[src/rtl/axi_bridge_pkg.sv]
// Shared types and constants for the AXI-Lite to AXI-Stream bridge.
package axi_bridge_pkg;

  typedef enum logic [1:0] {
    W_IDLE,
    W_EMIT,
    W_RESP
  } wr_state_e;

  typedef enum logic [1:0] {
    R_IDLE,
    R_REQ,
    R_WAIT,
    R_RESP
  } rd_state_e;

  localparam logic [1:0] OKAY   = 2'b00;
  localparam logic [1:0] SLVERR = 2'b10;
  localparam logic [1:0] DECERR = 2'b11;

  // Unsigned window test; an address below base wraps to a huge offset and also fails addr >= base.
  function automatic logic addr_in_window(input logic [31:0] addr, input logic [31:0] base,
                                          input logic [31:0] span);
    logic [31:0] offset;
    offset = addr - base;
    return (addr >= base) && (offset < span);
  endfunction

endpackage

[src/rtl/axil_to_axis_if.sv]
// Bus bundles used by the bridge: a 32-bit AXI-Lite port and a 32/32 AXI-Stream port.
interface axi_lite_if;
  logic [31:0] awaddr;
  logic        awvalid;
  logic        awready;
  logic [31:0] wdata;
  logic        wvalid;
  logic        wready;
  logic [1:0]  bresp;
  logic        bvalid;
  logic        bready;
  logic [31:0] araddr;
  logic        arvalid;
  logic        arready;
  logic [31:0] rdata;
  logic [1:0]  rresp;
  logic        rvalid;
  logic        rready;

  modport master (
    output awaddr, awvalid, wdata, wvalid, bready, araddr, arvalid, rready,
    input  awready, wready, bresp, bvalid, arready, rdata, rresp, rvalid
  );

  modport slave (
    input  awaddr, awvalid, wdata, wvalid, bready, araddr, arvalid, rready,
    output awready, wready, bresp, bvalid, arready, rdata, rresp, rvalid
  );
endinterface

interface axi_stream_if;
  logic [31:0] data;
  logic [31:0] dest;
  logic        valid;
  logic        ready;

  modport master (
    output data, dest, valid,
    input  ready
  );

  modport slave (
    input  data, dest, valid,
    output ready
  );
endinterface

[src/rtl/bridge_timeout.sv]
// Read-response wait counter; expired fires in the cycle whose count step reaches LIMIT.
module bridge_timeout #(
  parameter int unsigned LIMIT = 16
) (
  input  logic clock,
  input  logic reset,
  input  logic enable,
  input  logic clear,
  output logic expired
);

  localparam int unsigned Width = $clog2(LIMIT + 1);
  localparam logic [Width-1:0] LastCount = Width'(LIMIT - 1);
  localparam logic [Width-1:0] MaxCount  = Width'(LIMIT);

  logic [Width-1:0] count_q;

  // Count enabled cycles from zero, saturating at LIMIT.
  always_ff @(posedge clock or negedge reset) begin
    if (!reset) begin
      count_q <= '0;
    end else if (clear) begin
      count_q <= '0;
    end else if (enable && (count_q != MaxCount)) begin
      count_q <= count_q + 1'b1;
    end
  end

  assign expired = enable && (count_q >= LastCount);

endmodule

[src/rtl/axil_to_axis.sv]
// AXI-Lite slave that turns writes into stream beats and reads into request/response beats.
module axil_to_axis
  import axi_bridge_pkg::*;
#(
  parameter logic [31:0] BASE_ADDRESS   = 32'h43c0_0000,
  parameter logic [31:0] ADDR_SPAN      = 32'h0000_1000,
  parameter int unsigned TIMEOUT_CYCLES = 16
) (
  input logic          clock,
  input logic          reset,
  axi_lite_if.slave    axi_in,
  axi_stream_if.master axis_write,
  axi_stream_if.master axis_read_request,
  axi_stream_if.slave  axis_read_response
);

  wr_state_e   wr_state_q;
  logic        aw_got_q, w_got_q, aw_ok_q;
  logic [31:0] wr_data_q, wr_dest_q;
  logic        wr_valid_q;
  logic        b_valid_q;
  logic [1:0]  b_resp_q;

  rd_state_e   rd_state_q;
  logic [31:0] req_dest_q;
  logic        req_valid_q;
  logic [31:0] r_data_q;
  logic [1:0]  r_resp_q;
  logic        r_valid_q;

  logic        aw_ready, w_ready, ar_ready, rsp_ready;
  logic        aw_hs, w_hs, ar_hs;
  logic [31:0] aw_offset, ar_offset;
  logic        aw_in_win, ar_in_win;
  logic        timeout_expired;

  // Readies come straight from state so they are 1 in the first cycle after reset release.
  assign aw_ready  = reset && (wr_state_q == W_IDLE) && !aw_got_q;
  assign w_ready   = reset && (wr_state_q == W_IDLE) && !w_got_q;
  assign ar_ready  = reset && (rd_state_q == R_IDLE);
  assign rsp_ready = reset && (rd_state_q == R_WAIT);

  assign aw_hs = axi_in.awvalid && aw_ready;
  assign w_hs  = axi_in.wvalid && w_ready;
  assign ar_hs = axi_in.arvalid && ar_ready;

  assign aw_offset = axi_in.awaddr - BASE_ADDRESS;
  assign ar_offset = axi_in.araddr - BASE_ADDRESS;
  assign aw_in_win = addr_in_window(axi_in.awaddr, BASE_ADDRESS, ADDR_SPAN);
  assign ar_in_win = addr_in_window(axi_in.araddr, BASE_ADDRESS, ADDR_SPAN);

  assign axi_in.awready = aw_ready;
  assign axi_in.wready  = w_ready;
  assign axi_in.bvalid  = b_valid_q;
  assign axi_in.bresp   = b_resp_q;
  assign axi_in.arready = ar_ready;
  assign axi_in.rvalid  = r_valid_q;
  assign axi_in.rdata   = r_data_q;
  assign axi_in.rresp   = r_resp_q;

  assign axis_write.valid = wr_valid_q;
  assign axis_write.data  = wr_data_q;
  assign axis_write.dest  = wr_dest_q;

  assign axis_read_request.valid = req_valid_q;
  assign axis_read_request.data  = '0;
  assign axis_read_request.dest  = req_dest_q;

  assign axis_read_response.ready = rsp_ready;

  bridge_timeout #(
    .LIMIT (TIMEOUT_CYCLES)
  ) u_timeout (
    .clock   (clock),
    .reset   (reset),
    .enable  (rd_state_q == R_WAIT),
    .clear   (rd_state_q != R_WAIT),
    .expired (timeout_expired)
  );

  // Write FSM: collect AW and W in any order, emit one beat, then answer on B.
  always_ff @(posedge clock or negedge reset) begin
    if (!reset) begin
      wr_state_q <= W_IDLE;
      aw_got_q   <= 1'b0;
      w_got_q    <= 1'b0;
      aw_ok_q    <= 1'b0;
      wr_data_q  <= '0;
      wr_dest_q  <= '0;
      wr_valid_q <= 1'b0;
      b_valid_q  <= 1'b0;
      b_resp_q   <= OKAY;
    end else begin
      unique case (wr_state_q)
        W_IDLE: begin
          if (aw_hs) begin
            aw_got_q  <= 1'b1;
            aw_ok_q   <= aw_in_win;
            wr_dest_q <= aw_offset;
          end
          if (w_hs) begin
            w_got_q   <= 1'b1;
            wr_data_q <= axi_in.wdata;
          end
          if ((aw_got_q || aw_hs) && (w_got_q || w_hs)) begin
            aw_got_q <= 1'b0;
            w_got_q  <= 1'b0;
            if (aw_hs ? aw_in_win : aw_ok_q) begin
              wr_valid_q <= 1'b1;
              wr_state_q <= W_EMIT;
            end else begin
              b_valid_q  <= 1'b1;
              b_resp_q   <= DECERR;
              wr_state_q <= W_RESP;
            end
          end
        end
        W_EMIT: begin
          if (axis_write.ready) begin
            wr_valid_q <= 1'b0;
            b_valid_q  <= 1'b1;
            b_resp_q   <= OKAY;
            wr_state_q <= W_RESP;
          end
        end
        W_RESP: begin
          if (axi_in.bready) begin
            b_valid_q  <= 1'b0;
            wr_state_q <= W_IDLE;
          end
        end
        default: wr_state_q <= W_IDLE;
      endcase
    end
  end

  // Read FSM: issue a request beat, wait for a response or the timeout, then answer on R.
  always_ff @(posedge clock or negedge reset) begin
    if (!reset) begin
      rd_state_q  <= R_IDLE;
      req_dest_q  <= '0;
      req_valid_q <= 1'b0;
      r_data_q    <= '0;
      r_resp_q    <= OKAY;
      r_valid_q   <= 1'b0;
    end else begin
      unique case (rd_state_q)
        R_IDLE: begin
          if (ar_hs) begin
            if (ar_in_win) begin
              req_valid_q <= 1'b1;
              req_dest_q  <= ar_offset;
              rd_state_q  <= R_REQ;
            end else begin
              r_valid_q  <= 1'b1;
              r_data_q   <= '0;
              r_resp_q   <= DECERR;
              rd_state_q <= R_RESP;
            end
          end
        end
        R_REQ: begin
          if (axis_read_request.ready) begin
            req_valid_q <= 1'b0;
            rd_state_q  <= R_WAIT;
          end
        end
        R_WAIT: begin
          // A response in the timeout cycle takes priority.
          if (axis_read_response.valid) begin
            r_valid_q  <= 1'b1;
            r_data_q   <= axis_read_response.data;
            r_resp_q   <= OKAY;
            rd_state_q <= R_RESP;
          end else if (timeout_expired) begin
            r_valid_q  <= 1'b1;
            r_data_q   <= '0;
            r_resp_q   <= SLVERR;
            rd_state_q <= R_RESP;
          end
        end
        R_RESP: begin
          if (axi_in.rready) begin
            r_valid_q  <= 1'b0;
            rd_state_q <= R_IDLE;
          end
        end
        default: rd_state_q <= R_IDLE;
      endcase
    end
  end

endmodule
[src/flat_wrapper.sv]
// flat-port wrapper written by rule: the top's interface ports become plain ports
module axil_to_axis_flat import axi_bridge_pkg::*;
#(
  parameter logic [31:0] BASE_ADDRESS   = 32'h43c0_0000,
  parameter logic [31:0] ADDR_SPAN      = 32'h0000_1000,
  parameter int unsigned TIMEOUT_CYCLES = 16
)
  (clock, reset, axi_in_awaddr, axi_in_awvalid, axi_in_wdata, axi_in_wvalid, axi_in_bready, axi_in_araddr, axi_in_arvalid, axi_in_rready, axi_in_awready, axi_in_wready, axi_in_bresp, axi_in_bvalid, axi_in_arready, axi_in_rdata, axi_in_rresp, axi_in_rvalid, axis_write_data, axis_write_dest, axis_write_valid, axis_write_ready, axis_read_request_data, axis_read_request_dest, axis_read_request_valid, axis_read_request_ready, axis_read_response_data, axis_read_response_dest, axis_read_response_valid, axis_read_response_ready);
  axi_lite_if axi_in_i ();
  axi_stream_if axis_write_i ();
  axi_stream_if axis_read_request_i ();
  axi_stream_if axis_read_response_i ();
  input logic clock;
  input logic reset;
  input wire logic [$bits(axi_in_i.awaddr)-1:0] axi_in_awaddr;
  input wire logic [$bits(axi_in_i.awvalid)-1:0] axi_in_awvalid;
  input wire logic [$bits(axi_in_i.wdata)-1:0] axi_in_wdata;
  input wire logic [$bits(axi_in_i.wvalid)-1:0] axi_in_wvalid;
  input wire logic [$bits(axi_in_i.bready)-1:0] axi_in_bready;
  input wire logic [$bits(axi_in_i.araddr)-1:0] axi_in_araddr;
  input wire logic [$bits(axi_in_i.arvalid)-1:0] axi_in_arvalid;
  input wire logic [$bits(axi_in_i.rready)-1:0] axi_in_rready;
  output wire logic [$bits(axi_in_i.awready)-1:0] axi_in_awready;
  output wire logic [$bits(axi_in_i.wready)-1:0] axi_in_wready;
  output wire logic [$bits(axi_in_i.bresp)-1:0] axi_in_bresp;
  output wire logic [$bits(axi_in_i.bvalid)-1:0] axi_in_bvalid;
  output wire logic [$bits(axi_in_i.arready)-1:0] axi_in_arready;
  output wire logic [$bits(axi_in_i.rdata)-1:0] axi_in_rdata;
  output wire logic [$bits(axi_in_i.rresp)-1:0] axi_in_rresp;
  output wire logic [$bits(axi_in_i.rvalid)-1:0] axi_in_rvalid;
  output wire logic [$bits(axis_write_i.data)-1:0] axis_write_data;
  output wire logic [$bits(axis_write_i.dest)-1:0] axis_write_dest;
  output wire logic [$bits(axis_write_i.valid)-1:0] axis_write_valid;
  input wire logic [$bits(axis_write_i.ready)-1:0] axis_write_ready;
  output wire logic [$bits(axis_read_request_i.data)-1:0] axis_read_request_data;
  output wire logic [$bits(axis_read_request_i.dest)-1:0] axis_read_request_dest;
  output wire logic [$bits(axis_read_request_i.valid)-1:0] axis_read_request_valid;
  input wire logic [$bits(axis_read_request_i.ready)-1:0] axis_read_request_ready;
  input wire logic [$bits(axis_read_response_i.data)-1:0] axis_read_response_data;
  input wire logic [$bits(axis_read_response_i.dest)-1:0] axis_read_response_dest;
  input wire logic [$bits(axis_read_response_i.valid)-1:0] axis_read_response_valid;
  output wire logic [$bits(axis_read_response_i.ready)-1:0] axis_read_response_ready;
  assign axi_in_i.awaddr = axi_in_awaddr;
  assign axi_in_i.awvalid = axi_in_awvalid;
  assign axi_in_i.wdata = axi_in_wdata;
  assign axi_in_i.wvalid = axi_in_wvalid;
  assign axi_in_i.bready = axi_in_bready;
  assign axi_in_i.araddr = axi_in_araddr;
  assign axi_in_i.arvalid = axi_in_arvalid;
  assign axi_in_i.rready = axi_in_rready;
  assign axi_in_awready = axi_in_i.awready;
  assign axi_in_wready = axi_in_i.wready;
  assign axi_in_bresp = axi_in_i.bresp;
  assign axi_in_bvalid = axi_in_i.bvalid;
  assign axi_in_arready = axi_in_i.arready;
  assign axi_in_rdata = axi_in_i.rdata;
  assign axi_in_rresp = axi_in_i.rresp;
  assign axi_in_rvalid = axi_in_i.rvalid;
  assign axis_write_data = axis_write_i.data;
  assign axis_write_dest = axis_write_i.dest;
  assign axis_write_valid = axis_write_i.valid;
  assign axis_write_i.ready = axis_write_ready;
  assign axis_read_request_data = axis_read_request_i.data;
  assign axis_read_request_dest = axis_read_request_i.dest;
  assign axis_read_request_valid = axis_read_request_i.valid;
  assign axis_read_request_i.ready = axis_read_request_ready;
  assign axis_read_response_i.data = axis_read_response_data;
  assign axis_read_response_i.dest = axis_read_response_dest;
  assign axis_read_response_i.valid = axis_read_response_valid;
  assign axis_read_response_ready = axis_read_response_i.ready;
  axil_to_axis #(.BASE_ADDRESS(BASE_ADDRESS), .ADDR_SPAN(ADDR_SPAN), .TIMEOUT_CYCLES(TIMEOUT_CYCLES)) u_core (.clock(clock), .reset(reset), .axi_in(axi_in_i), .axis_write(axis_write_i), .axis_read_request(axis_read_request_i), .axis_read_response(axis_read_response_i));
endmodule
[config.mk]
export PLATFORM = sky130hd
export DESIGN_NAME = axil_to_axis_flat
export DESIGN_NICKNAME = d
export VERILOG_FILES = /design/src/rtl/axi_bridge_pkg.sv /design/src/rtl/axil_to_axis_if.sv /design/src/rtl/bridge_timeout.sv /design/src/rtl/axil_to_axis.sv /design/src/flat_wrapper.sv
export SDC_FILE = /design/constraint.sdc
export NUM_CORES = 1
export LEC_CHECK = 0
export BUFFER_PORTS_ARGS = -buffer_cell sky130_fd_sc_hd__buf_2
export CORE_MARGIN = 2
export CORE_UTILIZATION = 35
export DETAILED_ROUTE_END_ITERATION = 12
export PLACE_DENSITY = 0.75
export RECOVER_POWER = 50
export SLEW_MARGIN = 10
export SYNTH_ARGS = -nofsm -noshare
export SYNTH_HDL_FRONTEND = slang
export SYNTH_HIERARCHICAL = 1
export SYNTH_SLANG_ARGS = --single-unit
export TNS_END_PERCENT = 10
[constraint.sdc]
create_clock -name clock -period 2.4 [get_ports clock]
set_clock_uncertainty 0.2 [all_clocks]
set_input_delay 0.48 -clock clock [delete_from_list [all_inputs] [get_ports clock]]
set_output_delay 0.48 -clock clock [all_outputs]
set_load 0.01 [all_outputs]
==> impl_metrics.ini <==
[placed_design]
pre_cts_ws_ps = -631
dpl-instance-area_um2 = 8430
port_buffers = 277
place.gp.congestion = 0.804
dp_hpwl_mm = 11.7
dp_cells = 1109

[final_layout]
num_antenna_cells = 0
drive_above_1_share_pct = 39.0
stdcell_count = 1152
fill_cells = 1720
final_cell_mix = 186 x buf_2, 147 x dfrtp_1, 94 x nand2_1
area_growth_pct = 39.6
final_common_cell = buf_2
finalNetCount = 1084
seqCellArea_um2 = 3680
multiInputGateArea_um2 = 2690
stdcell_area_um2 = 9220

[cts]
cts_tree = yes
htreeDepth = 4
clockBufferDepth = 2
numCtsBuffers = 17
numClockSinks = 147
cts-root-buf = clkbuf_16
clock_latency_ps = 410
clk_pin_slew_ps = 60

[yosys]
synth_edf_count = 0
synth_ff_type = dfrtp_1
synth_area_per_cell_um2 = 11.3
netlist_area_um2 = 6600
ys_seq_area_share_pct = 55.7
yosys_warnings = 6
synth.distinct_cells = 58
synthCells = 583
synth-async-reset-ratio_pct = 100
yosys_register_bits = 147

[sta]
drv_slew = 0
rsz0062_at_grt = true
finalSetupTns_ps = -6580
max_slew_margin_pct = 29.6
min_period_ps = 2600
hold_violations = 0
fmax_mhz = 385
period_share_pct = 108
setup_viol_count_final = 61
fin_ws_ps = -198
worst_pin_slew_ps = 1060

[detailed_routing]
ant_nets = 0
wire_per_inst_um = 14.2
vias = 5377
drt_iter0_drc = 236
drc_errors = 0
viasPerCell = 4.67
drt_wl_total_mm = 16.4
drtPass1Iterations = 4

[floorplan]
core_um2 = 18600
die_area_um2 = 20000
die_w_um = 141
num_rows = 50
fp.dieH_um = 141
initial_core_util_pct = 35.5
ios = 342

[worst_setup_path]
crit_required_ps = 2500
r2r-start = u_core/u_timeout/count_q[0]
rr_worst_depth = 13
startpoint_type = input pin
crit_type = input pin to flop
rr_endpoint = u_core/axi_in.rdata[7]
cp_max_fo = 6
arrival_ps = 2690
rrSetupSlack_ps = -120
setup.worst_path.end_class = flop

[run]
drv_cap = 0

[global_route]
grt_max_degree = 55
grt-ovfl-total = 0
grt_pass1_wl_mm = 26.1
grt_usage_pct = 16.3
grt_pass1_vias = 5190
antenna_found_initial = 0

[power_and_ir_drop]
p_per_area_nw_per_um2 = 1150
power_mw = 10.6
leakagePower_nw = 4.49
vdd_drop_max_mv = 0.543

[min_path]
min_to = u_core/axis_read_request.dest[9]
hp-start = axi_in_araddr[9]
hold_path_depth = 2
hold_class = input pin to flop

[status]
violations = negative setup slack
status = finished, violations left
==> per-layer routing <==
| metal | global-route usage (%) | vias up | share of wire (%) |
|---|---|---|---|
| met2 | 26.1 | 207 | 49 |
| met1 | 21.4 | 2561 | 44 |
| met4 | 4.58 | 0 | 1.0 |
| li1 | - | 2599 | - |
| met3 | 4.96 | 10 | 6.6 |
| met5 | 0 | - | 0 |
==> state kept, by name (all words and copies together), names as in the netlist <==
signal,flops
u_core/aw_got_q,1
u_core/aw_ok_q,1
u_core/axi_in.bresp,1
u_core/axi_in.bvalid,1
u_core/axi_in.rdata,32
u_core/axi_in.rresp,2
u_core/axi_in.rvalid,1
u_core/axis_read_request.dest,32
u_core/axis_read_request.valid,1
u_core/axis_write.data,32
u_core/axis_write.dest,32
u_core/axis_write.valid,1
u_core/rd_state_q,2
u_core/u_timeout/count_q,5
u_core/w_got_q,1
u_core/wr_state_q,2
==> critical path: stages <==
cell and delay (ps):
buf_6 90, or4_4 520, or4b_4 520, a221oi_4 300
buf_6 150, a211oi_4 60, nor2b_4 210, buf_12 160
clkbuf_16 140, o22ai_1 60
==> synthesized netlist by cell type, types with 3 or more instances <==
cell type  instances  area, um2
nand3b_1           3       22.5
xnor2_1            6       52.6
a21o_1             3       22.5
and2_1             3       18.8
and3_1             3       18.8
nand3_1            3       15.0
inv_1             13       48.8
a221o_1            3       30.0
buf_1              3       11.3
nor4_1             5       31.3
ha_1               9        113
mux2i_1            5       50.1
nor3_1             4       20.0
o21ai_0           19       95.1
nand4_1            4       25.0
nand2b_1           5       31.3
a211oi_1           3       22.5
o22ai_1           33        206
nand2_1           94        353
dfrtp_1          147       3680
mux2_2            58        653
nor2b_1           20        125
a31oi_1            4       25.0
clkbuf_1          21       78.8
buf_4             34        255
buf_6              4       45.0
nor2_1            16       60.1
mux2_1            11        124
xor2_1             3       26.3
nor3b_1            5       37.5
a21oi_1            8       40.0
==> repair_timing <==
item	4_1_cts	5_1_grt
hold buffers	2	0
buffers inserted	4	2
setup endpoints to repair	69	77
hold endpoints to repair	41	0
resized for setup	22	17
gates cloned	2	1
pin swaps	4	6
==> cell type report <==
class / count / area share, %
timing repair buffer: 336 / 20.5
clock buffer: 17 / 4.62
tap: 234 / 3.18
sequential: 147 / 39.9
inverter: 13 / 0.529
multi-input combinational: 390 / 29.2
clock inverter: 15 / 2.08
==> stage by stage <==
step           hold slack (ps)  utilization [%]
2_1_floorplan            -15.6                -
3_3_place_gp               257             45.4
3_5_place_dp               266             45.4
4_1_cts                   66.6             49.8
5_1_grt                   65.7             49.6
6_report                  83.0             49.6
==> logic make-up (layout without fill, tap and decap cells) <==
| kind of cell | after synthesis | count (layout) | synth area share, % |
|---|---|---|---|
| muxes | 75 | 75 | 12.8 |
| adders and majority gates | 9 | 9 | 1.71 |
| AOI/OAI and AO/OA | 87 | 87 | 8.57 |
| and+or+nand+nor | 178 | 178 | 13.1 |
| buffers and inverters | 77 | 381 | 6.95 |
| xor gates and xnor gates | 9 | 9 | 1.19 |
| other | 1 | 32 | 0.0568 |
| DFF | 147 | 147 | 55.7 |
==> how the worst max path moves through the flow <==
stage | from | endpoint | slack [ps]
global placement | axi_in_araddr[29] | u_core/axi_in.rresp[1] | -610
CTS | axi_in_araddr[29] | u_core/axi_in.rdata[5] | -170
detailed placement | axi_in_araddr[29] | u_core/axis_read_request.dest[1] | -630
floorplan | axi_in_araddr[29] | u_core/axis_read_request.dest[10] | -420
global route | axi_in_araddr[29] | u_core/axi_in.rdata[5] | -250
finish | axi_in_araddr[29] | u_core/axi_in.rdata[7] | -200
==> report_power, final <==
part | switching (mW) | internal (mW) | total, mW | leakage (nW)
combinational | 2.06 | 1.96 | 4.03 | 2.31
sequential | 0.449 | 3.31 | 3.76 | 1.88
clock | 1.15 | 1.67 | 2.82 | 0.298
total | 3.67 | 6.94 | 10.6 | 4.49
(Power assumes the default switching activity.)
